**config.mk**
```make
export PLATFORM = sky130hd
export DESIGN_NAME = ad_mux_sequencer
export DESIGN_NICKNAME = d
export VERILOG_FILES = /design/src/rtl/ad_mux_sequencer.sv
export SDC_FILE = /design/constraint.sdc
export NUM_CORES = 1
export LEC_CHECK = 0
export ABC_AREA = 1
export CORE_ASPECT_RATIO = 0.8
export CORE_UTILIZATION = 62
export DETAILED_ROUTE_END_ITERATION = 6
export PLACE_DENSITY_LB_ADDON = 0.2
export SLEW_MARGIN = 20
export SYNTH_ARGS = -nofsm -noshare
export SYNTH_HDL_FRONTEND = slang
export SYNTH_SLANG_ARGS = --single-unit
```
**constraint.sdc**
```tcl
create_clock -name clk -period 7 [get_ports clk]
set_clock_uncertainty 0.1 [all_clocks]
set_input_delay 1.75 -clock clk [delete_from_list [all_inputs] [get_ports clk]]
set_output_delay 1.75 -clock clk [all_outputs]
set_load 0.01 [all_outputs]
```
**src/rtl/ad_mux_sequencer.sv**
```systemverilog
// ad_mux_sequencer: drives ad_mux ch_sel through the enabled channels and
// emits a {valid, channel, last} tag aligned with the mux data_out.
module ad_mux_sequencer #(
    parameter int CH_CNT      = 64,
    parameter int MUX_LATENCY = 2,
    localparam int CW         = $clog2(CH_CNT)
) (
    input  logic              clk,
    input  logic              rst,
    input  logic [CH_CNT-1:0] ch_enable,
    input  logic              start,
    input  logic              continuous,
    input  logic              stop,
    input  logic              ready,
    output logic [CW-1:0]     ch_sel,
    output logic              busy,
    output logic              out_valid,
    output logic [CW-1:0]     out_ch,
    output logic              out_last
);

    typedef enum logic [1:0] {
        ST_IDLE  = 2'd0,
        ST_SCAN  = 2'd1,
        ST_DRAIN = 2'd2
    } state_t;

    // DRAIN always lasts at least one cycle so a zero-latency build still
    // passes through it before returning to IDLE.
    localparam int         DRAIN_CYC = (MUX_LATENCY > 0) ? MUX_LATENCY : 1;
    localparam logic [3:0] DRAIN_END = 4'(DRAIN_CYC - 1);

    state_t              state_q, state_d;
    logic [CH_CNT-1:0]   mask_q, mask_d;
    logic [CW-1:0]       ch_sel_q, ch_sel_d;
    logic [3:0]          drain_cnt_q, drain_cnt_d;
    logic                issue;
    logic                tag_last;

    function automatic logic [CW-1:0] lowest_set(input logic [CH_CNT-1:0] m);
        lowest_set = '0;
        for (int i = CH_CNT - 1; i >= 0; i--) begin
            if (m[i]) lowest_set = CW'(i);
        end
    endfunction

    function automatic logic [CW-1:0] highest_set(input logic [CH_CNT-1:0] m);
        highest_set = '0;
        for (int i = 0; i < CH_CNT; i++) begin
            if (m[i]) highest_set = CW'(i);
        end
    endfunction

    // Lowest set bit strictly above cur; returns cur when there is none.
    function automatic logic [CW-1:0] next_above(input logic [CH_CNT-1:0] m,
                                                 input logic [CW-1:0]     cur);
        next_above = cur;
        for (int i = CH_CNT - 1; i >= 0; i--) begin
            if (m[i] && (CW'(i) > cur)) next_above = CW'(i);
        end
    endfunction

    // State, mask snapshot, channel select and drain counter registers.
    always_ff @(posedge clk) begin
        if (rst) begin
            state_q     <= ST_IDLE;
            mask_q      <= '0;
            ch_sel_q    <= '0;
            drain_cnt_q <= '0;
        end else begin
            state_q     <= state_d;
            mask_q      <= mask_d;
            ch_sel_q    <= ch_sel_d;
            drain_cnt_q <= drain_cnt_d;
        end
    end

    // Next-state logic: issue decision, channel stepping, wrap and drain.
    always_comb begin
        state_d     = state_q;
        mask_d      = mask_q;
        ch_sel_d    = ch_sel_q;
        drain_cnt_d = drain_cnt_q;
        issue       = 1'b0;
        tag_last    = 1'b0;
        case (state_q)
            ST_IDLE: begin
                if (start && (ch_enable != '0)) begin
                    mask_d   = ch_enable;
                    ch_sel_d = lowest_set(ch_enable);
                    state_d  = ST_SCAN;
                end
            end
            ST_SCAN: begin
                if (stop) begin
                    state_d     = ST_DRAIN;
                    drain_cnt_d = '0;
                end else if (ready) begin
                    issue = 1'b1;
                    if (ch_sel_q == highest_set(mask_q)) begin
                        tag_last = 1'b1;
                        if (continuous) begin
                            ch_sel_d = lowest_set(mask_q);
                        end else begin
                            state_d     = ST_DRAIN;
                            drain_cnt_d = '0;
                        end
                    end else begin
                        ch_sel_d = next_above(mask_q, ch_sel_q);
                    end
                end
            end
            ST_DRAIN: begin
                if (drain_cnt_q == DRAIN_END) begin
                    state_d = ST_IDLE;
                end else begin
                    drain_cnt_d = drain_cnt_q + 4'd1;
                end
            end
            default: state_d = ST_IDLE;
        endcase
    end

    assign ch_sel = ch_sel_q;
    assign busy   = (state_q != ST_IDLE);

    generate
        if (MUX_LATENCY > 0) begin : g_line
            logic          vld_line_q  [MUX_LATENCY];
            logic          last_line_q [MUX_LATENCY];
            logic [CW-1:0] ch_line_q   [MUX_LATENCY];

            // Tag delay line matching the mux pipeline; never stalls.
            always_ff @(posedge clk) begin
                if (rst) begin
                    for (int i = 0; i < MUX_LATENCY; i++) begin
                        vld_line_q[i]  <= 1'b0;
                        last_line_q[i] <= 1'b0;
                        ch_line_q[i]   <= '0;
                    end
                end else begin
                    vld_line_q[0]  <= issue;
                    last_line_q[0] <= tag_last;
                    ch_line_q[0]   <= ch_sel_q;
                    for (int i = 1; i < MUX_LATENCY; i++) begin
                        vld_line_q[i]  <= vld_line_q[i-1];
                        last_line_q[i] <= last_line_q[i-1];
                        ch_line_q[i]   <= ch_line_q[i-1];
                    end
                end
            end

            assign out_valid = vld_line_q[MUX_LATENCY-1];
            assign out_ch    = ch_line_q[MUX_LATENCY-1];
            assign out_last  = last_line_q[MUX_LATENCY-1];
        end else begin : g_direct
            assign out_valid = issue;
            assign out_ch    = ch_sel_q;
            assign out_last  = tag_last;
        end
    endgenerate

endmodule

```
==> results.yml, run 1 <==
critical_path:
  critPathKind: "in -> reg"
  cpPeakStageDelay_ns: 0.54
  cp.arrival_ns: 5.97
  critPathLaunchType: "input pin"
  path_max_fanout: 3
  endpoint_kind: "register"
  crit_top_cell: "nand2_1"
  cp.required_ns: 7.20
  slowest_stage: "clkdlybuf4s50_1"
detailed_routing:
  dr_wl_met3_mm: 1.99
  routedWlPerCell_um: 14.2
  drt_pass1_iterations: 6
  dr_wl_met2_mm: 9.22
  highest_layer: "met4"
  wl_mm: 21.5
  drt_drc_violations_left: 0
  drt_iter0_markers: 760
  vias: 8356
  m1WireLength_mm: 9.71
  viasPerCell: 5.51
  postRouteAntennaNets: 0
cells_and_area:
  final_cells: 1517
  nNetsFinal: 1440
  final_util: 0.751
  n_antenna_cell: 0
  area_growth_syn_to_layout_pct: 16.5
  drive_gt1_frac: 0.0401
clocking:
  postCtsHoldBufs: 0
  post_cts_resized: 0
  clk_path_buf_depth: 2
  cts_setup_buffers: 0
  clkSlewWorstSetupHoldPaths_ns: 0.07
  clock_latency_ns: 0.36
  root_buffer: "clkbuf_16"
  cts_buffers: 9
  cts_tree: "built"
  h-tree-depth: 3
  numClockSinks: 92
min_path:
  min_path_type: "reg -> reg"
synth:
  yosys_warnings: 0
  syn-instance-count: 1308
  synth_area_sq_um: 7100
  synth.top_cells.by_area: "dfxtp_1 (26%), nand2_1 (20%), inv_1 (11%)"
  syn_area_per_cell_sq_um: 5.43
  ys_seq_area_frac: 0.259
  syn_nets: 1380
  ys_ff_latch: 92
  synth_top_area_cell: "dfxtp_1"
  yosysTopAreaCellShare: 0.259
  synth_cell_types: 38
sta:
  relSlewSlack: 0.239
  max_freq_ghz: 0.173
  setup_viol: 0
  rsz0062_at_grt: "no"
  setup_tns_ns: 0
  post-route-period-util: 0.825
  period_needed_ns: 5.78
  slew_viol_final: 0
  worst_pin_slew_ns: 1.13
  hold_viol_final: 0
  holdWs_ns: 0.303
global_routing:
  grt.overflow.total: 0
  grt_pass1_vias: 7376
  antenna_found_initial: 0
  grt_pass1_wl_mm: 35.4
  track_usage: 0.379
  grt_max_degree: 79
floorplan:
  ioPinCount: 85
  die-area_sq_um: 11900
  core_area_sq_um: 11000
  dieWidth_um: 122
  fp.dieH_um: 97.7
  rows: 34
  initial_core_util: 0.644
power_and_ir_drop:
  ir_worst_vdd_v: 0.000199
  leakagePower_nw: 4.13
  power_density_nw_per_um2: 325
status:
  outcome: "finished, final reports clean"
placement:
  placed_cells: 1501
  io_buffers: 84
  place_hpwl_mm: 16.8
  routabilityCongestion: 1.03
run:
  max-cap-violations: 0
-- cell usage in the layout, fill, tap and decap left out, drive strengths merged --
master and count:
a21boi 1, a311oi 1, nand4 9, nand2 397, a31o 2, dfxtp 92
or2 3, nor2 198, o21bai 4, or3 1, a2111oi 1, buf 2
nor4 9, nor3 31, o21a 1, clkinvlp 1, o211ai 4, clkdlybuf4s50 84
o21ai 121, clkinv 5, a21oi 117, clkbuf 9, nand3 33, o31ai 3
xor2 4, ha 2, a31oi 8, inv 224, a211oi 4, o311ai 2
-- critical path, delay by kind of cell --
kind                   cells  cell delay (ns)
AO/OA/AOI/OAI              5             0.53
AND/OR/NAND/NOR           56             3.08
buffers and inverters      2             0.59
-- worst paths after layout --
| check | startpoint | end | slack (ns) | cells past startpoint |
|---|---|---|---|---|
| worst min-delay path | g_line.ch_line_q[0][3]$_SDFF_PP0_ | g_line.ch_line_q[0][9]$_SDFF_PP0_ | 0.30 | 2 |
| worst min register to register | g_line.ch_line_q[0][3]$_SDFF_PP0_ | g_line.ch_line_q[0][9]$_SDFF_PP0_ | 0.30 | 2 |
| worst max-delay path | ch_enable[63] | ch_sel[0]$_SDFFE_PP0P_ | 1.22 | 63 |
| worst max register to register | ch_sel[1]$_SDFFE_PP0P_ | ch_sel[0]$_SDFFE_PP0P_ | 1.70 | 67 |
-- synthesized netlist by cell type, drive strengths merged --
cell type / instances
a2111oi: 1
a211oi: 4
a21boi: 1
a21oi: 117
a311oi: 1
a31o: 2
a31oi: 8
buf: 12
clkbuf: 25
clkinv: 1
dfxtp: 92
ha: 2
inv: 222
nand2: 397
nand3: 33
nand4: 9
nor2: 198
nor3: 31
nor4: 9
o211ai: 4
o21a: 1
o21ai: 121
o21bai: 4
o311ai: 2
o31ai: 3
or2: 3
or3: 1
xor2: 4
-- cells by family (layout without fill, tap and decap cells) --
family | Yosys count | count (layout) | synth area share
buf+inv | 260 | 325 | 0.142
flops | 92 | 92 | 0.259
compound gates | 269 | 269 | 0.200
simple gates | 681 | 681 | 0.390
fa+ha+maj | 2 | 2 | 0.00352
xor+xnor | 4 | 4 | 0.00494
-- where the power goes --
part / internal, W / switching (W) / leakage, nW / total (W)
logic: 0.000481 / 0.000988 / 3.23 / 0.00147
clock network: 0.000250 / 0.000238 / 0.141 / 0.000487
registers: 0.000622 / 0.000114 / 0.759 / 0.000736
-- through the flow --
stage	area (sq um)	total power, W	worst slack [ns]
after floorplan	7100	0.00176	2.00
after global placement	7980	0.00213	0.950
after detailed placement	7980	0.00216	0.918
after CTS	8270	0.00265	1.26
after global routing	8270	0.00292	0.300
final	8270	0.00269	1.22
-- layer usage --
| metal | GRT usage | vias to the layer above |
|---|---|---|
| met3 | 0.0898 | 50 |
| met1 | 0.519 | 3705 |
| li1 | - | 4240 |
| met5 | 0 | - |
| met2 | 0.586 | 361 |
| met4 | 0.114 | 0 |
-- registers in the layout, summed over array words and instances (netlist names) --
| register | count |
|---|---|
| drain_cnt_q | 4 |
| g_line.ch_line_q | 12 |
| g_line.last_line_q | 2 |
| state_q | 2 |
| g_line.vld_line_q | 2 |
| ch_sel | 6 |
| mask_q | 64 |
-- area by class of cell --
| class | instances | area (sq um) |
|---|---|---|
| Fill cell | 930 | 2750 |
| Inverter | 223 | 837 |
| Timing Repair Buffer | 86 | 856 |
| Clock inverter | 7 | 70.1 |
| Multi-Input combinational cell | 956 | 4260 |
| Clock buffer | 9 | 225 |
| Sequential cell | 92 | 1840 |
| Tap cell | 144 | 180 |
(Power assumes the default switching activity.)
==> run 2, diff against run 1 <==
Settings changed: CORE_UTILIZATION 62 to 57.
Clock period 7 ns to 5.98 ns, I/O delays scaled along.
==> results.yml, run 2 (synthesized netlist as in run 1, its figures left out) <==
clocking:
  numClockSinks: 92
  root_buffer: "clkbuf_16"
  clock_latency_ns: 0.36
  h-tree-depth: 3
  clk_path_buf_depth: 2
  cts_tree: "built"
  cts_buffers: 9
  clkSlewWorstSetupHoldPaths_ns: 0.07
  postCtsHoldBufs: 0
detailed_routing:
  drt_iter0_markers: 771
  drt_drc_violations_left: 0
  m1WireLength_mm: 10.5
  highest_layer: "met4"
  dr_wl_met3_mm: 1.45
  postRouteAntennaNets: 0
  drt_pass1_iterations: 5
  routedWlPerCell_um: 14.1
  wl_mm: 21.6
  viasPerCell: 5.40
  vias: 8258
  dr_wl_met2_mm: 9.27
placement:
  routabilityCongestion: 1.03
  place_hpwl_mm: 16.8
  placed_cells: 1512
  io_buffers: 84
  place_area_sq_um: 8020
global_routing:
  grt_pass1_vias: 7242
  grt.overflow.total: 0
  track_usage: 0.352
  grt_max_degree: 68
  antenna_found_initial: 0
  grt_pass1_wl_mm: 35.7
sta:
  relSlewSlack: 0.297
  setup_viol: 0
  holdWs_ns: 0.308
  period_needed_ns: 5.24
  post-route-period-util: 0.876
  worst_pin_slew_ns: 1.05
  hold_viol_final: 0
  slew_viol_final: 0
  max_freq_ghz: 0.191
critical_path:
  critPathLaunchType: "input pin"
  endpoint_kind: "register"
  critical_path.top_delay_family: "simple AND/OR/NAND/NOR gates"
  path_max_fanout: 4
  cpPeakStageDelay_ns: 0.55
  cp.required_ns: 6.14
  crit_top_cell: "nand2_1"
  path_buf_inv: 1
  critPathKind: "in -> reg"
  slowest_stage: "clkdlybuf4s50_1"
  cp.arrival_ns: 5.40
min_path:
  min_path_type: "reg -> reg"
power_and_ir_drop:
  leakagePower_nw: 4.23
  p_comb_frac: 0.545
  power.internal_w: 0.00168
  p_sw_w: 0.00157
  seq_power_share: 0.256
  ir_worst_vdd_v: 0.000183
  power_density_nw_per_um2: 387
  sw_frac_of_total: 0.483
  power_frac_clock: 0.199
  p_total_w: 0.00324
floorplan:
  rows: 36
  initial_core_util: 0.584
  core_area_sq_um: 12200
  dieWidth_um: 127
  die-area_sq_um: 12900
  fp.dieH_um: 102
  ioPinCount: 85
run:
  max-cap-violations: 0
cells_and_area:
  drive_gt1_frac: 0.0443
  top_register: "mask_q"
  n_antenna_cell: 0
  mostFrequentLayoutCells: "nand2_1 (385), inv_1 (207), nor2_1 (195)"
  final_common_cell: "nand2_1"
  final_cells: 1529
  largest_register_ffs: 64
  finalInstanceArea_sq_um: 8380
  nNetsFinal: 1444
  area_growth_syn_to_layout_pct: 18.1
status:
  outcome: "finished, final reports clean"
## run 2: cell count changes in the layout (fill, tap and decap cells not counted), moves of 2 or more
cell,before,now
buf_4,2,5
bufinv_16,0,2
clkinv_4,3,0
clkdlybuf4s50_1,84,77
o21ai_1,7,9
o21ai_0,114,112
dlymetal6s2s_1,0,7
## run 2: area by class of cell
| cell class | count | area (sq um) |
|---|---|---|
| timing repair buffer | 90 | 916 |
| clock buffer | 9 | 225 |
| tap | 152 | 190 |
| inverter | 223 | 837 |
| sequential | 92 | 1840 |
| multi-input combinational | 956 | 4260 |
| fill | 1157 | 3780 |
| clock inverter | 7 | 106 |
## run 2: what timing repair did
item                                    4_1_cts  5_1_grt
endpoints found under the setup margin        0        1
gates resized for setup                       0       10
setup buffers                                 0        1
## run 2: tightest hold or removal path, delay by kind of cell, from the launching register on
family	cells	cell delay (ns)
and+or+nand+nor	1	0.03
DFF	1	0.30
buffers and inverters	1	0.04
## run 2: stage by stage
stage               utilization  setup slack [ns]  TNS (ns)
CTS                       0.687             0.467         0
detailed placement        0.660             0.140         0
global route              0.689           -0.0323   -0.0323
finish                    0.689             0.741         0
global placement          0.660             0.152         0
floorplan                     -              1.24         0
## run 2: power by group through the flow
stage | registers (W) | logic, W | clock network [W]
2_1_floorplan | 0.000809 | 0.00125 | 0
3_3_place_gp | 0.000836 | 0.00169 | 0
4_1_cts | 0.000826 | 0.00173 | 0.000648
3_5_place_dp | 0.000839 | 0.00171 | 0
5_1_grt | 0.000843 | 0.00200 | 0.000677
6_report | 0.000830 | 0.00177 | 0.000647
## run 2: worst paths after layout
check	from	endpoint	slack [ns]	depth (start not counted)
max	ch_enable[56]	ch_sel[0]$_SDFFE_PP0P_	0.74	58
min	g_line.ch_line_q[0][3]$_SDFF_PP0_	g_line.ch_line_q[0][9]$_SDFF_PP0_	0.31	2
max reg2reg	ch_sel[3]$_SDFFE_PP0P_	ch_sel[0]$_SDFFE_PP0P_	1.04	68
min reg2reg	g_line.ch_line_q[0][3]$_SDFF_PP0_	g_line.ch_line_q[0][9]$_SDFF_PP0_	0.31	2
## run 2: per-layer routing
layer | GRT usage | vias to the layer above
li1 | - | 4250
met1 | 0.495 | 3683
met2 | 0.563 | 294
met3 | 0.0539 | 31
met4 | 0.0934 | 0
met5 | 0 | -
==> run 3, diff against run 2 <==
Settings changed: CORE_UTILIZATION 57 to 45.
==> results.yml, run 3 (synthesized netlist as in run 1, its figures left out) <==
detailed_routing:
  wl_mm: 21.4
  viasPerCell: 5.14
  drt_pass1_iterations: 7
  drt_iter0_markers: 711
  routedWlPerCell_um: 13.5
  vias: 8150
  postRouteAntennaNets: 0
  drt_drc_violations_left: 1
global_routing:
  grt.overflow.total: 0
  antenna_found_initial: 0
  grt_pass1_vias: 7156
  grt_pass1_wl_mm: 35.1
  track_usage: 0.275
  grt_max_degree: 77
cells_and_area:
  drive_gt1_frac: 0.0428
  largest_register_ffs: 64
  final_common_cell: "nand2_1"
  nNetsFinal: 1445
  area_growth_syn_to_layout_pct: 19.0
  finalInstanceArea_sq_um: 8450
  n_antenna_cell: 0
  top_register: "mask_q"
  mostFrequentLayoutCells: "nand2_1 (386), inv_1 (208), nor2_1 (195)"
clocking:
  h-tree-depth: 3
  clkSlewWorstSetupHoldPaths_ns: 0.07
  numClockSinks: 92
  clock_latency_ns: 0.36
  root_buffer: "clkbuf_16"
  postCtsHoldBufs: 0
  cts_buffers: 9
  cts_tree: "built"
  clk_path_buf_depth: 2
placement:
  place_area_sq_um: 8110
  dpl_worst_slack_ns: 0.128
  place_hpwl_mm: 17.1
  routabilityCongestion: 0.948
  io_buffers: 84
critical_path:
  slowest_stage: "clkdlybuf4s50_1"
  path_max_fanout: 4
  rr_startpoint: "ch_sel[0]$_SDFFE_PP0P_"
  critical_path.top_delay_family: "simple AND/OR/NAND/NOR gates"
  critPathKind: "in -> reg"
  critPathLaunchType: "input pin"
  cpPeakStageDelay_ns: 0.54
  endpoint_kind: "register"
  cp.arrival_ns: 5.39
  cp.required_ns: 6.18
  path_buf_inv: 1
  reg2reg_to: "ch_sel[0]$_SDFFE_PP0P_"
  rr_worst_depth: 67
  r2r_setup_slack_ns: 1.12
  crit_top_cell: "nand2_1"
min_path:
  hold_start: "g_line.ch_line_q[0][5]$_SDFF_PP0_"
  min_path_type: "reg -> reg"
  hold_path_depth: 2
  hold_end: "g_line.ch_line_q[0][11]$_SDFF_PP0_"
sta:
  slew_viol_final: 0
  fin_ws_ns: 0.786
  hold_viol_final: 0
  setup_viol: 0
  relSlewSlack: 0.277
  post-route-period-util: 0.869
  max_freq_ghz: 0.193
  period_needed_ns: 5.19
  worst_pin_slew_ns: 1.08
  setup_tns_ns: 0
  rsz0062_at_grt: "no"
power_and_ir_drop:
  ir_worst_vdd_v: 0.000146
  leakagePower_nw: 4.23
  power_density_nw_per_um2: 380
  p_total_w: 0.00321
floorplan:
  die-area_sq_um: 16300
  fp.dieH_um: 114
  initial_core_util: 0.467
  ioPinCount: 85
  dieWidth_um: 142
  core_area_sq_um: 15200
  rows: 40
run:
  max-cap-violations: 0
status:
  outcome: "finished with violations"
  violations: "design-rule violations"
-- run 3: routing by layer --
metal	track usage	vias up	wire length, um
li1	-	4246	-
met1	0.403	3616	11000
met2	0.422	258	8850
met3	0.0364	30	1300
met4	0.0703	0	266
met5	0	-	0
-- run 3: layout make-up --
class | instances | area (sq um)
Clock buffer | 10 | 239
Clock inverter | 5 | 85.1
Fill cell | 1661 | 6770
Inverter | 223 | 837
Multi-Input combinational cell | 956 | 4260
Sequential cell | 92 | 1840
Tap cell | 210 | 263
Timing Repair Buffer | 91 | 921
-- run 3: report_power, final --
part           leakage, nW  total, W  internal, W  switching (W)
clock                0.155  0.000631     0.000377       0.000254
sequential           0.759  0.000820     0.000728      0.0000914
combinational         3.32   0.00176     0.000578        0.00118
-- run 3: worst max path at each step --
stage | to | depth (start not counted) | from
floorplan | ch_sel[0]$_SDFFE_PP0P_ | 62 | ch_enable[61]
global placement | ch_sel[0]$_SDFFE_PP0P_ | 63 | ch_enable[63]
detailed placement | ch_sel[0]$_SDFFE_PP0P_ | 63 | ch_enable[63]
CTS | ch_sel[0]$_SDFFE_PP0P_ | 63 | ch_enable[63]
global route | ch_sel[0]$_SDFFE_PP0P_ | 59 | ch_enable[57]
finish | ch_sel[0]$_SDFFE_PP0P_ | 59 | ch_enable[57]
-- run 3: tightest hold or removal path, stage by stage (launching register included) --
cell	delay [ns]
dfxtp_1	0.30
inv_1	0.04
nor2_1	0.03
-- run 3: repair_timing --
action,in CTS,in global routing
hold endpoints to repair,0,0
buffers inserted,0,0
setup endpoints to repair,0,1
resized for setup,0,8
-- run 3: through the flow --
stage               utilization  instances  hold WS, ns
floorplan                     -       1308        0.288
global placement          0.533       1572        0.289
detailed placement        0.533       1572        0.294
CTS                       0.554       1587        0.303
global route              0.555       1587        0.322
finish                    0.555       1587        0.302
